File: config.mk
export PLATFORM = sky130hd
export DESIGN_NAME = vector_instr_decoder
export DESIGN_NICKNAME = d
export VERILOG_FILES = /design/src/rtl/vector_decode_pkg.sv /design/src/rtl/vector_vtype_unit.sv /design/src/rtl/vector_instr_decoder.sv
export SDC_FILE = /design/constraint.sdc
export NUM_CORES = 1
export LEC_CHECK = 0
export BUFFER_PORTS_ARGS = -buffer_cell sky130_fd_sc_hd__buf_2
export CAP_MARGIN = 5
export CORE_MARGIN = 2
export CORE_UTILIZATION = 50
export DETAILED_ROUTE_END_ITERATION = 6
export GPL_ROUTABILITY_DRIVEN = 0
export PLACE_DENSITY_LB_ADDON = 0.3
export SETUP_SLACK_MARGIN = 0.5
export SLEW_MARGIN = 20
export SYNTH_ARGS = -nofsm -noshare
export SYNTH_HDL_FRONTEND = slang
export SYNTH_SLANG_ARGS = --single-unit
File: constraint.sdc
create_clock -name clk -period 4.4 [get_ports clk]
set_clock_uncertainty 0.05 [all_clocks]
set_input_delay 0.66 -clock clk [delete_from_list [all_inputs] [get_ports clk]]
set_output_delay 0.66 -clock clk [all_outputs]
set_load 0.1 [all_outputs]
File: src/rtl/vector_decode_pkg.sv
// rtl/vector_decode_pkg.sv - encodings, micro-op types and field constants for the vector decoder
package vector_decode_pkg;

    localparam logic [6:0] OPC_LOAD  = 7'b0000111;
    localparam logic [6:0] OPC_STORE = 7'b0100111;
    localparam logic [6:0] OPC_ARITH = 7'b1010111;

    localparam logic [2:0] F3_OPIVV = 3'b000;
    localparam logic [2:0] F3_OPFVV = 3'b001;
    localparam logic [2:0] F3_OPMVV = 3'b010;
    localparam logic [2:0] F3_OPIVI = 3'b011;
    localparam logic [2:0] F3_OPIVX = 3'b100;
    localparam logic [2:0] F3_OPFVF = 3'b101;
    localparam logic [2:0] F3_OPMVX = 3'b110;
    localparam logic [2:0] F3_OPCFG = 3'b111;

    localparam logic [5:0] F6_ADD    = 6'b000000;
    localparam logic [5:0] F6_SUB    = 6'b000010;
    localparam logic [5:0] F6_MINU   = 6'b000100;
    localparam logic [5:0] F6_MIN    = 6'b000101;
    localparam logic [5:0] F6_AND    = 6'b001001;
    localparam logic [5:0] F6_OR     = 6'b001010;
    localparam logic [5:0] F6_XOR    = 6'b001011;
    localparam logic [5:0] F6_MERGE  = 6'b010111;
    localparam logic [5:0] F6_MSEQ   = 6'b011000;
    localparam logic [5:0] F6_MSNE   = 6'b011001;
    localparam logic [5:0] F6_MSLTU  = 6'b011010;
    localparam logic [5:0] F6_MSLT   = 6'b011011;
    localparam logic [5:0] F6_MSLEU  = 6'b011100;
    localparam logic [5:0] F6_MSLE   = 6'b011101;
    localparam logic [5:0] F6_MSGTU  = 6'b011110;
    localparam logic [5:0] F6_MSGT   = 6'b011111;
    localparam logic [5:0] F6_SLL    = 6'b100101;
    localparam logic [5:0] F6_SRL    = 6'b101000;
    localparam logic [5:0] F6_SRA    = 6'b101001;
    localparam logic [5:0] F6_MULHU  = 6'b100100;
    localparam logic [5:0] F6_MUL    = 6'b100101;
    localparam logic [5:0] F6_MULHSU = 6'b100110;
    localparam logic [5:0] F6_MULH   = 6'b100111;

    typedef enum logic [4:0] {
        OP_NOP, OP_ADD, OP_SUB, OP_AND, OP_OR, OP_XOR, OP_MERGE,
        OP_MUL, OP_MULH, OP_MULHU, OP_MULHSU, OP_SLL, OP_SRL, OP_SRA,
        OP_MSEQ, OP_MSNE, OP_MSLTU, OP_MSLT, OP_MSLEU, OP_MSLE,
        OP_MSGTU, OP_MSGT, OP_MINU, OP_MIN
    } alu_op_t;

    typedef enum logic [1:0] {
        CLASS_ARITH   = 2'b00,
        CLASS_CFG     = 2'b01,
        CLASS_ILLEGAL = 2'b10
    } uop_class_t;

    typedef enum logic [1:0] {
        SRC_VV = 2'b00,
        SRC_VX = 2'b01,
        SRC_VI = 2'b10
    } src_sel_t;

    typedef struct packed {
        uop_class_t  cls;
        alu_op_t     op;
        src_sel_t    src;
        logic [4:0]  vd;
        logic [4:0]  vs1;
        logic [4:0]  vs2;
        logic        vm;
        logic [31:0] scalar;
        logic [1:0]  sew;
    } uop_t;

endpackage

File: src/rtl/vector_vtype_unit.sv
// rtl/vector_vtype_unit.sv - architectural vl/vtype state and vsetvli/vsetivli vl computation
module vector_vtype_unit #(
    parameter int VLEN = 512,
    parameter int VL_W = $clog2(VLEN) + 1
) (
    input  logic            clk,
    input  logic            reset,
    input  logic            cfg_en,
    input  logic            is_ivli,
    input  logic [10:0]     vtype_bits,
    input  logic [4:0]      avl_field,
    input  logic [4:0]      rd,
    input  logic [31:0]     rs1_value,
    output logic [VL_W-1:0] vl,
    output logic            vill,
    output logic [1:0]      sew,
    output logic [VL_W-1:0] new_vl,
    output logic            new_vill,
    output logic [1:0]      new_sew
);

    logic [2:0]  vsew;
    logic [2:0]  vlmul;
    logic        supported;
    logic [31:0] vlmax32;
    logic [31:0] avl;

    assign vsew  = vtype_bits[5:3];
    assign vlmul = vtype_bits[2:0];

    always_comb begin
        // bit 30 is part of the vsetivli opcode, so only vsetvli has it reserved
        supported = (vsew <= 3'b010) && !vlmul[2] && (vtype_bits[9:6] == 4'b0000)
                    && (is_ivli || !vtype_bits[10]);
        vlmax32 = (32'(VLEN) >> (32'd3 + {29'b0, vsew})) << vlmul[1:0];
        if (is_ivli)
            avl = {27'b0, avl_field};
        else if (avl_field != 5'd0)
            avl = rs1_value;
        else if (rd != 5'd0)
            avl = vlmax32;
        else
            avl = {{(32-VL_W){1'b0}}, vl};
        if (supported) begin
            new_vl   = (avl < vlmax32) ? avl[VL_W-1:0] : vlmax32[VL_W-1:0];
            new_vill = 1'b0;
            new_sew  = vsew[1:0];
        end else begin
            new_vl   = '0;
            new_vill = 1'b1;
            new_sew  = 2'b00;
        end
    end

    always_ff @(posedge clk) begin
        if (reset) begin
            vl   <= '0;
            vill <= 1'b1;
            sew  <= 2'b00;
        end else if (cfg_en) begin
            vl   <= new_vl;
            vill <= new_vill;
            sew  <= new_sew;
        end
    end

endmodule

File: src/rtl/vector_instr_decoder.sv
// rtl/vector_instr_decoder.sv - vector decode/issue stage: one registered micro-op slot with valid/ready
module vector_instr_decoder
    import vector_decode_pkg::*;
#(
    parameter int VLEN = 512,
    parameter int VL_W = $clog2(VLEN) + 1
) (
    input  logic            clk,
    input  logic            reset,
    input  logic [31:0]     instr_i,
    input  logic [31:0]     rs1_value_i,
    input  logic            instr_valid_i,
    output logic            instr_ready_o,
    output logic            uop_valid_o,
    input  logic            uop_ready_i,
    output logic [1:0]      uop_class_o,
    output logic [4:0]      uop_op_o,
    output logic [1:0]      uop_src_o,
    output logic [4:0]      uop_vd_o,
    output logic [4:0]      uop_vs1_o,
    output logic [4:0]      uop_vs2_o,
    output logic            uop_vm_o,
    output logic [31:0]     uop_scalar_o,
    output logic [VL_W-1:0] uop_vl_o,
    output logic [1:0]      uop_sew_o,
    output logic [VL_W-1:0] vl_o,
    output logic            vill_o
);

    logic [5:0] funct6;
    logic [2:0] funct3;
    logic [6:0] opcode;
    logic [4:0] imm5;
    logic       vm;

    assign funct6 = instr_i[31:26];
    assign vm     = instr_i[25];
    assign imm5   = instr_i[19:15];
    assign funct3 = instr_i[14:12];
    assign opcode = instr_i[6:0];

    logic            accept;
    logic            cfg_form;
    logic [VL_W-1:0] cur_vl;
    logic            cur_vill;
    logic [1:0]      cur_sew;
    logic [VL_W-1:0] new_vl;
    logic            new_vill;
    logic [1:0]      new_sew;

    assign instr_ready_o = !uop_valid_o || uop_ready_i;
    assign accept        = instr_valid_i && instr_ready_o;
    // vsetvli (bit31=0) and vsetivli (11); vsetvl (10) falls through to ILLEGAL
    assign cfg_form      = (opcode == OPC_ARITH) && (funct3 == F3_OPCFG)
                           && (!instr_i[31] || instr_i[30]);

    vector_vtype_unit #(.VLEN(VLEN), .VL_W(VL_W)) u_vtype (
        .clk        (clk),
        .reset      (reset),
        .cfg_en     (accept && cfg_form),
        .is_ivli    (instr_i[31]),
        .vtype_bits (instr_i[30:20]),
        .avl_field  (imm5),
        .rd         (instr_i[11:7]),
        .rs1_value  (rs1_value_i),
        .vl         (cur_vl),
        .vill       (cur_vill),
        .sew        (cur_sew),
        .new_vl     (new_vl),
        .new_vill   (new_vill),
        .new_sew    (new_sew)
    );

    alu_op_t op_sel;
    logic    ok_vv, ok_vx, ok_vi, shift_imm;

    always_comb begin
        op_sel    = OP_NOP;
        ok_vv     = 1'b0;
        ok_vx     = 1'b0;
        ok_vi     = 1'b0;
        shift_imm = 1'b0;
        if (funct3 == F3_OPMVV || funct3 == F3_OPMVX) begin
            case (funct6)
                F6_MUL:    begin op_sel = OP_MUL;    ok_vv = 1'b1; ok_vx = 1'b1; end
                F6_MULH:   begin op_sel = OP_MULH;   ok_vv = 1'b1; ok_vx = 1'b1; end
                F6_MULHU:  begin op_sel = OP_MULHU;  ok_vv = 1'b1; ok_vx = 1'b1; end
                F6_MULHSU: begin op_sel = OP_MULHSU; ok_vv = 1'b1; ok_vx = 1'b1; end
                default: ;
            endcase
        end else begin
            case (funct6)
                F6_ADD:   begin op_sel = OP_ADD;   {ok_vv, ok_vx, ok_vi} = 3'b111; end
                F6_AND:   begin op_sel = OP_AND;   {ok_vv, ok_vx, ok_vi} = 3'b111; end
                F6_OR:    begin op_sel = OP_OR;    {ok_vv, ok_vx, ok_vi} = 3'b111; end
                F6_XOR:   begin op_sel = OP_XOR;   {ok_vv, ok_vx, ok_vi} = 3'b111; end
                F6_SLL:   begin op_sel = OP_SLL;   {ok_vv, ok_vx, ok_vi} = 3'b111; shift_imm = 1'b1; end
                F6_SRL:   begin op_sel = OP_SRL;   {ok_vv, ok_vx, ok_vi} = 3'b111; shift_imm = 1'b1; end
                F6_SRA:   begin op_sel = OP_SRA;   {ok_vv, ok_vx, ok_vi} = 3'b111; shift_imm = 1'b1; end
                F6_MSEQ:  begin op_sel = OP_MSEQ;  {ok_vv, ok_vx, ok_vi} = 3'b111; end
                F6_MSNE:  begin op_sel = OP_MSNE;  {ok_vv, ok_vx, ok_vi} = 3'b111; end
                F6_MSLEU: begin op_sel = OP_MSLEU; {ok_vv, ok_vx, ok_vi} = 3'b111; end
                F6_MSLE:  begin op_sel = OP_MSLE;  {ok_vv, ok_vx, ok_vi} = 3'b111; end
                F6_MERGE: begin op_sel = OP_MERGE; {ok_vv, ok_vx, ok_vi} = 3'b111; end
                F6_SUB:   begin op_sel = OP_SUB;   {ok_vv, ok_vx, ok_vi} = 3'b110; end
                F6_MINU:  begin op_sel = OP_MINU;  {ok_vv, ok_vx, ok_vi} = 3'b110; end
                F6_MIN:   begin op_sel = OP_MIN;   {ok_vv, ok_vx, ok_vi} = 3'b110; end
                F6_MSLTU: begin op_sel = OP_MSLTU; {ok_vv, ok_vx, ok_vi} = 3'b110; end
                F6_MSLT:  begin op_sel = OP_MSLT;  {ok_vv, ok_vx, ok_vi} = 3'b110; end
                F6_MSGTU: begin op_sel = OP_MSGTU; {ok_vv, ok_vx, ok_vi} = 3'b011; end
                F6_MSGT:  begin op_sel = OP_MSGT;  {ok_vv, ok_vx, ok_vi} = 3'b011; end
                default: ;
            endcase
        end
    end

    src_sel_t        src_sel;
    logic            src_ok;
    logic            arith_ok;
    uop_t            uop_d, uop_q;
    logic [VL_W-1:0] uop_vl_d, uop_vl_q;
    logic            valid_q;

    always_comb begin
        src_sel = SRC_VI;
        src_ok  = 1'b0;
        case (funct3)
            F3_OPIVV, F3_OPMVV: begin src_sel = SRC_VV; src_ok = ok_vv; end
            F3_OPIVX, F3_OPMVX: begin src_sel = SRC_VX; src_ok = ok_vx; end
            F3_OPIVI:           begin src_sel = SRC_VI; src_ok = ok_vi; end
            default: ;
        endcase
        arith_ok = (opcode == OPC_ARITH) && src_ok && !cur_vill
                   && !(op_sel == OP_MERGE && vm);

        uop_d     = '0;
        uop_d.vd  = instr_i[11:7];
        uop_d.vs1 = imm5;
        uop_d.vs2 = instr_i[24:20];
        uop_d.vm  = vm;
        uop_d.sew = cur_sew;
        uop_vl_d  = cur_vl;
        if (cfg_form) begin
            uop_d.cls    = CLASS_CFG;
            uop_d.scalar = {{(32-VL_W){1'b0}}, new_vl};
            uop_d.sew    = new_sew;
            uop_vl_d     = new_vl;
        end else if (arith_ok) begin
            uop_d.cls = CLASS_ARITH;
            uop_d.op  = op_sel;
            uop_d.src = src_sel;
            if (src_sel == SRC_VX)
                uop_d.scalar = rs1_value_i;
            else if (src_sel == SRC_VI)
                uop_d.scalar = shift_imm ? {27'b0, imm5} : {{27{imm5[4]}}, imm5};
        end else begin
            uop_d.cls = CLASS_ILLEGAL;
        end
    end

    always_ff @(posedge clk) begin
        if (reset) begin
            valid_q  <= 1'b0;
            uop_q    <= '0;
            uop_vl_q <= '0;
        end else if (instr_ready_o) begin
            valid_q <= instr_valid_i;
            if (instr_valid_i) begin
                uop_q    <= uop_d;
                uop_vl_q <= uop_vl_d;
            end
        end
    end

    assign uop_valid_o  = valid_q;
    assign uop_class_o  = uop_q.cls;
    assign uop_op_o     = uop_q.op;
    assign uop_src_o    = uop_q.src;
    assign uop_vd_o     = uop_q.vd;
    assign uop_vs1_o    = uop_q.vs1;
    assign uop_vs2_o    = uop_q.vs2;
    assign uop_vm_o     = uop_q.vm;
    assign uop_scalar_o = uop_q.scalar;
    assign uop_sew_o    = uop_q.sew;
    assign uop_vl_o     = uop_vl_q;
    assign vl_o         = cur_vl;
    assign vill_o       = cur_vill;

endmodule

==> run summary <==
LOGIC SYNTHESIS
-------------------------------------------------------------------------------------
Count leader, synth                                                           nand2_1
Ranking of synthesized cells by instance count                           97 x nand2_1, 91 x a21oi_1, 83 x dfxtp_1, 40 x clkbuf_1, 35 x nor2_1
Synthesized netlist cell count                                                    639
FFs w/ async S/R, synth                                                            0%
Number of synthesis warnings                                                        0
Synth top area share                                                            33.9%
Largest cells by area after synthesis                                    dfxtp_1 34%, a21oi_1 9.3%, nand2_1 7.4%
Post-synth design cell area                                                  4910 um2
Number of enable-type register cells in the synthesized netlist                     0
Part of the Yosys area used for sequential elements                             33.9%
Top cell type by total area after synthesis                                   dfxtp_1
Unique masters post-synth                                                          73
Most used flip-flop cell after synthesis                                      dfxtp_1
Seq cells post-synth                                                               83
Mean area per synthesized cell                                               7.68 um2
Syn_nets                                                                          716

STA
-------------------------------------------------------------------------------------
Final Slew Violations                                                               0
Unrepaired setup endpoints after global routing                                   yes
Headroom to the max-slew limit                                                  30.2%
Final Hold Viols                                                                    0
Actual slew at the worst max-slew pin                                         1.05 ns
Maximum clock frequency                                                     0.265 GHz
Post-route setup TNS                                                             0 ns
Worst Hold Slack                                                             0.406 ns
Final Cycle Share                                                               85.7%
Number of setup violations in the final report                                      0
Min cycle time layout                                                         3.77 ns

SETUP PATH
-------------------------------------------------------------------------------------
Cell with the largest stage delay on the worst path                           o21ai_0
Arrival time of the worst setup path                                          4.02 ns
Startpoint type of the worst setup path                                    input port
Critical Setup Path Class                                                input port to flip-flop
Worst path required time                                                      4.65 ns
Delay of the slowest critical-path stage                                      0.51 ns
Type of destination of the critical path                                    flip-flop
Maximum fanout along the worst path                                                15
Critical path, cell by cell                                              buf_2, and3b_1, o21a_1, o21ai_0, a211oi_1, o21a_1, ha_1, nand4_1, a211oi_1, o211a_1, o31a_2, nor2_1, buf_4, or3_1, a31oi_1

ROUTING
-------------------------------------------------------------------------------------
Vias per Instance                                                                6.32
Final ANT Viol Nets                                                                 0
Routed wire length                                                            16.3 mm
Number of remaining DRC errors                                                      0
DRT Pass-1 Iters                                                                    5
WL per Instance                                                               18.2 um
Drt first-iter violations                                                         474
Total number of vias                                                             5660

CELLS AND AREA
-------------------------------------------------------------------------------------
Final net count                                                                   834
Footprint of the multi-input gates                                           2980 um2
Number of antenna cells inserted                                                    0
Area of all sequential standard cells                                        1660 um2
FILL cells                                                                        917
Final design instance area without fill                                      5890 um2
Ratio of cells with drive above 1 in the final layout                           26.1%
Synthesis-to-finish area growth                                                 20.1%

PLACEMENT
-------------------------------------------------------------------------------------
Post-DP Area                                                                 5680 um2
Final HPWL DP                                                                 11.5 mm
IO Port Bufs                                                                      149

RUN
-------------------------------------------------------------------------------------
# Max-Cap Violations                                                                0

FLOORPLANNING
-------------------------------------------------------------------------------------
Die H                                                                          103 um
Starting density of the core                                                    50.9%
Core box area                                                                9640 um2
Chip width                                                                     103 um
Full die area                                                               10600 um2
Top-Level Pins                                                                    150
Standard-cell rows                                                                 36

CLOCK TREE
-------------------------------------------------------------------------------------
Clock-pin slew of the registers on the worst-case setup and hold paths        0.11 ns
Source-to-sink clock delay at the later pin of the worst-skew pair            0.38 ns
Clock Path Buffers                                                                  2
Num Clock Sinks                                                                    83
Post-CTS repair timing setup buffer count                                           0
CTS hold repair buffers                                                             0
Clock tree from TritonCTS                                                         yes
Clock tree root buffer cell                                                  clkbuf_8
CTS H-tree lvls                                                                     3
CTS Buf Count                                                                       9

GLOBAL ROUTING
-------------------------------------------------------------------------------------
Overflow after GRT                                                                  0
Pin count of the biggest net entering global routing                               70
Global-route wire length before repair                                        25.0 mm
Most heavily used metal layer in global routing                                  met2
GR met1 Demand/Resource                                                         37.7%
Overall routing resource usage                                                  29.8%
Initial antenna violation count                                                     0
Met3 track utilization from global routing                                      6.51%
Via count of the first global-routing pass                                       5164
Met2 GRT Util                                                                   48.5%

HOLD PATH
-------------------------------------------------------------------------------------
Worst min-delay path category                                            flip-flop to flip-flop

PWR
-------------------------------------------------------------------------------------
Peak VDD IR                                                                  0.188 mV
Leakage Power                                                              0.00234 uW
Power Density                                                              287 nW/um2
Total Power Consumption                                                       1690 uW

STATUS
-------------------------------------------------------------------------------------
Result of the run                                                        finished clean

power breakdown:
part           internal (uW)  leakage [uW]  switching (uW)  total (uW)
Combinational           93.4       0.00156             260         353
Sequential               760      0.000672            4.72         765
Clock                    229      0.000104             344         573
Total                   1080       0.00234             609        1690
worst max-delay path, delay by kind of cell:
family / cells / cell delay (ns)
buffers and inverters: 2 / 0.41
adder cells (fa/ha/maj): 1 / 0.29
AND/OR/NAND/NOR: 4 / 0.73
AO/OA/AOI/OAI: 8 / 1.93
final timing paths:
check | start | to | slack [ns] | depth (start not counted)
min | uop_scalar_o[22]$_SDFFE_PP0P_ | uop_scalar_o[22]$_SDFFE_PP0P_ | 0.41 | 2
max reg2reg | u_vtype.vl[9]$_SDFFE_PP0P_ | uop_scalar_o[7]$_SDFFE_PP0P_ | 1.37 | 11
max | instr_i[20] | uop_vl_o[9]$_SDFFE_PP0P_ | 0.63 | 15
min reg2reg | uop_scalar_o[22]$_SDFFE_PP0P_ | uop_scalar_o[22]$_SDFFE_PP0P_ | 0.41 | 2
area by class of cell:
class	instances	area share [%]
multi-input combinational	490	50.5
clock inverter	7	1.34
clock buffer	9	2.10
tap	133	2.82
sequential	83	28.2
inverter	11	0.701
timing repair buffer	162	14.3
metrics by stage:
step                      utilization, %  cells  worst slack [ns]
after global placement              58.9    879             0.382
after CTS                           61.0    895             0.610
after detailed placement            58.9    879             0.253
after floorplan                        -    639             0.724
final                               61.1    895             0.630
after global routing                61.1    895             0.499
registers in the layout (all words and copies together), names as in the netlist, 2 cells and up:
signal        flops
uop_scalar_o     32
uop_vs2_o         5
uop_src_o         2
uop_vl_o         10
u_vtype.sew       2
uop_vd_o          5
u_vtype.vl       10
uop_op_o          5
uop_sew_o         2
uop_class_o       2
uop_vs1_o         5
layer usage:
metal,wire length [um],up-vias
met5,0,-
met4,589,0
met3,1530,63
met2,7730,337
met1,6460,2638
li1,-,2622
cells by family after synthesis:
logic type	after synthesis	synth area share, %
buf+inv	66	5.81
xor+xnor	3	0.535
simple gates	236	24.0
flops	83	33.9
fa+ha+maj	9	2.29
compound gates	240	33.1
mux	2	0.433
cells in the final DEF (no fill, tap or decap), types with 9 or more instances in the layout:
cell       count
a21oi_1       91
a22oi_1       13
buf_2        149
buf_4         13
clkbuf_8       9
dfxtp_1       83
ha_1           9
inv_1         10
nand2_1       96
nand2b_1      11
nand3_1       17
nand4_1        9
nor2_1        34
nor3_1         9
o2111ai_1     25
o211ai_1      13
o21ai_0       27
repair_timing:
item | 4_1_cts | 5_1_grt
endpoints found under the setup margin | 0 | 26
gates resized for setup | 0 | 4
endpoints found under the hold margin | 0 | 0
Power figures use the tool's default switching activity.
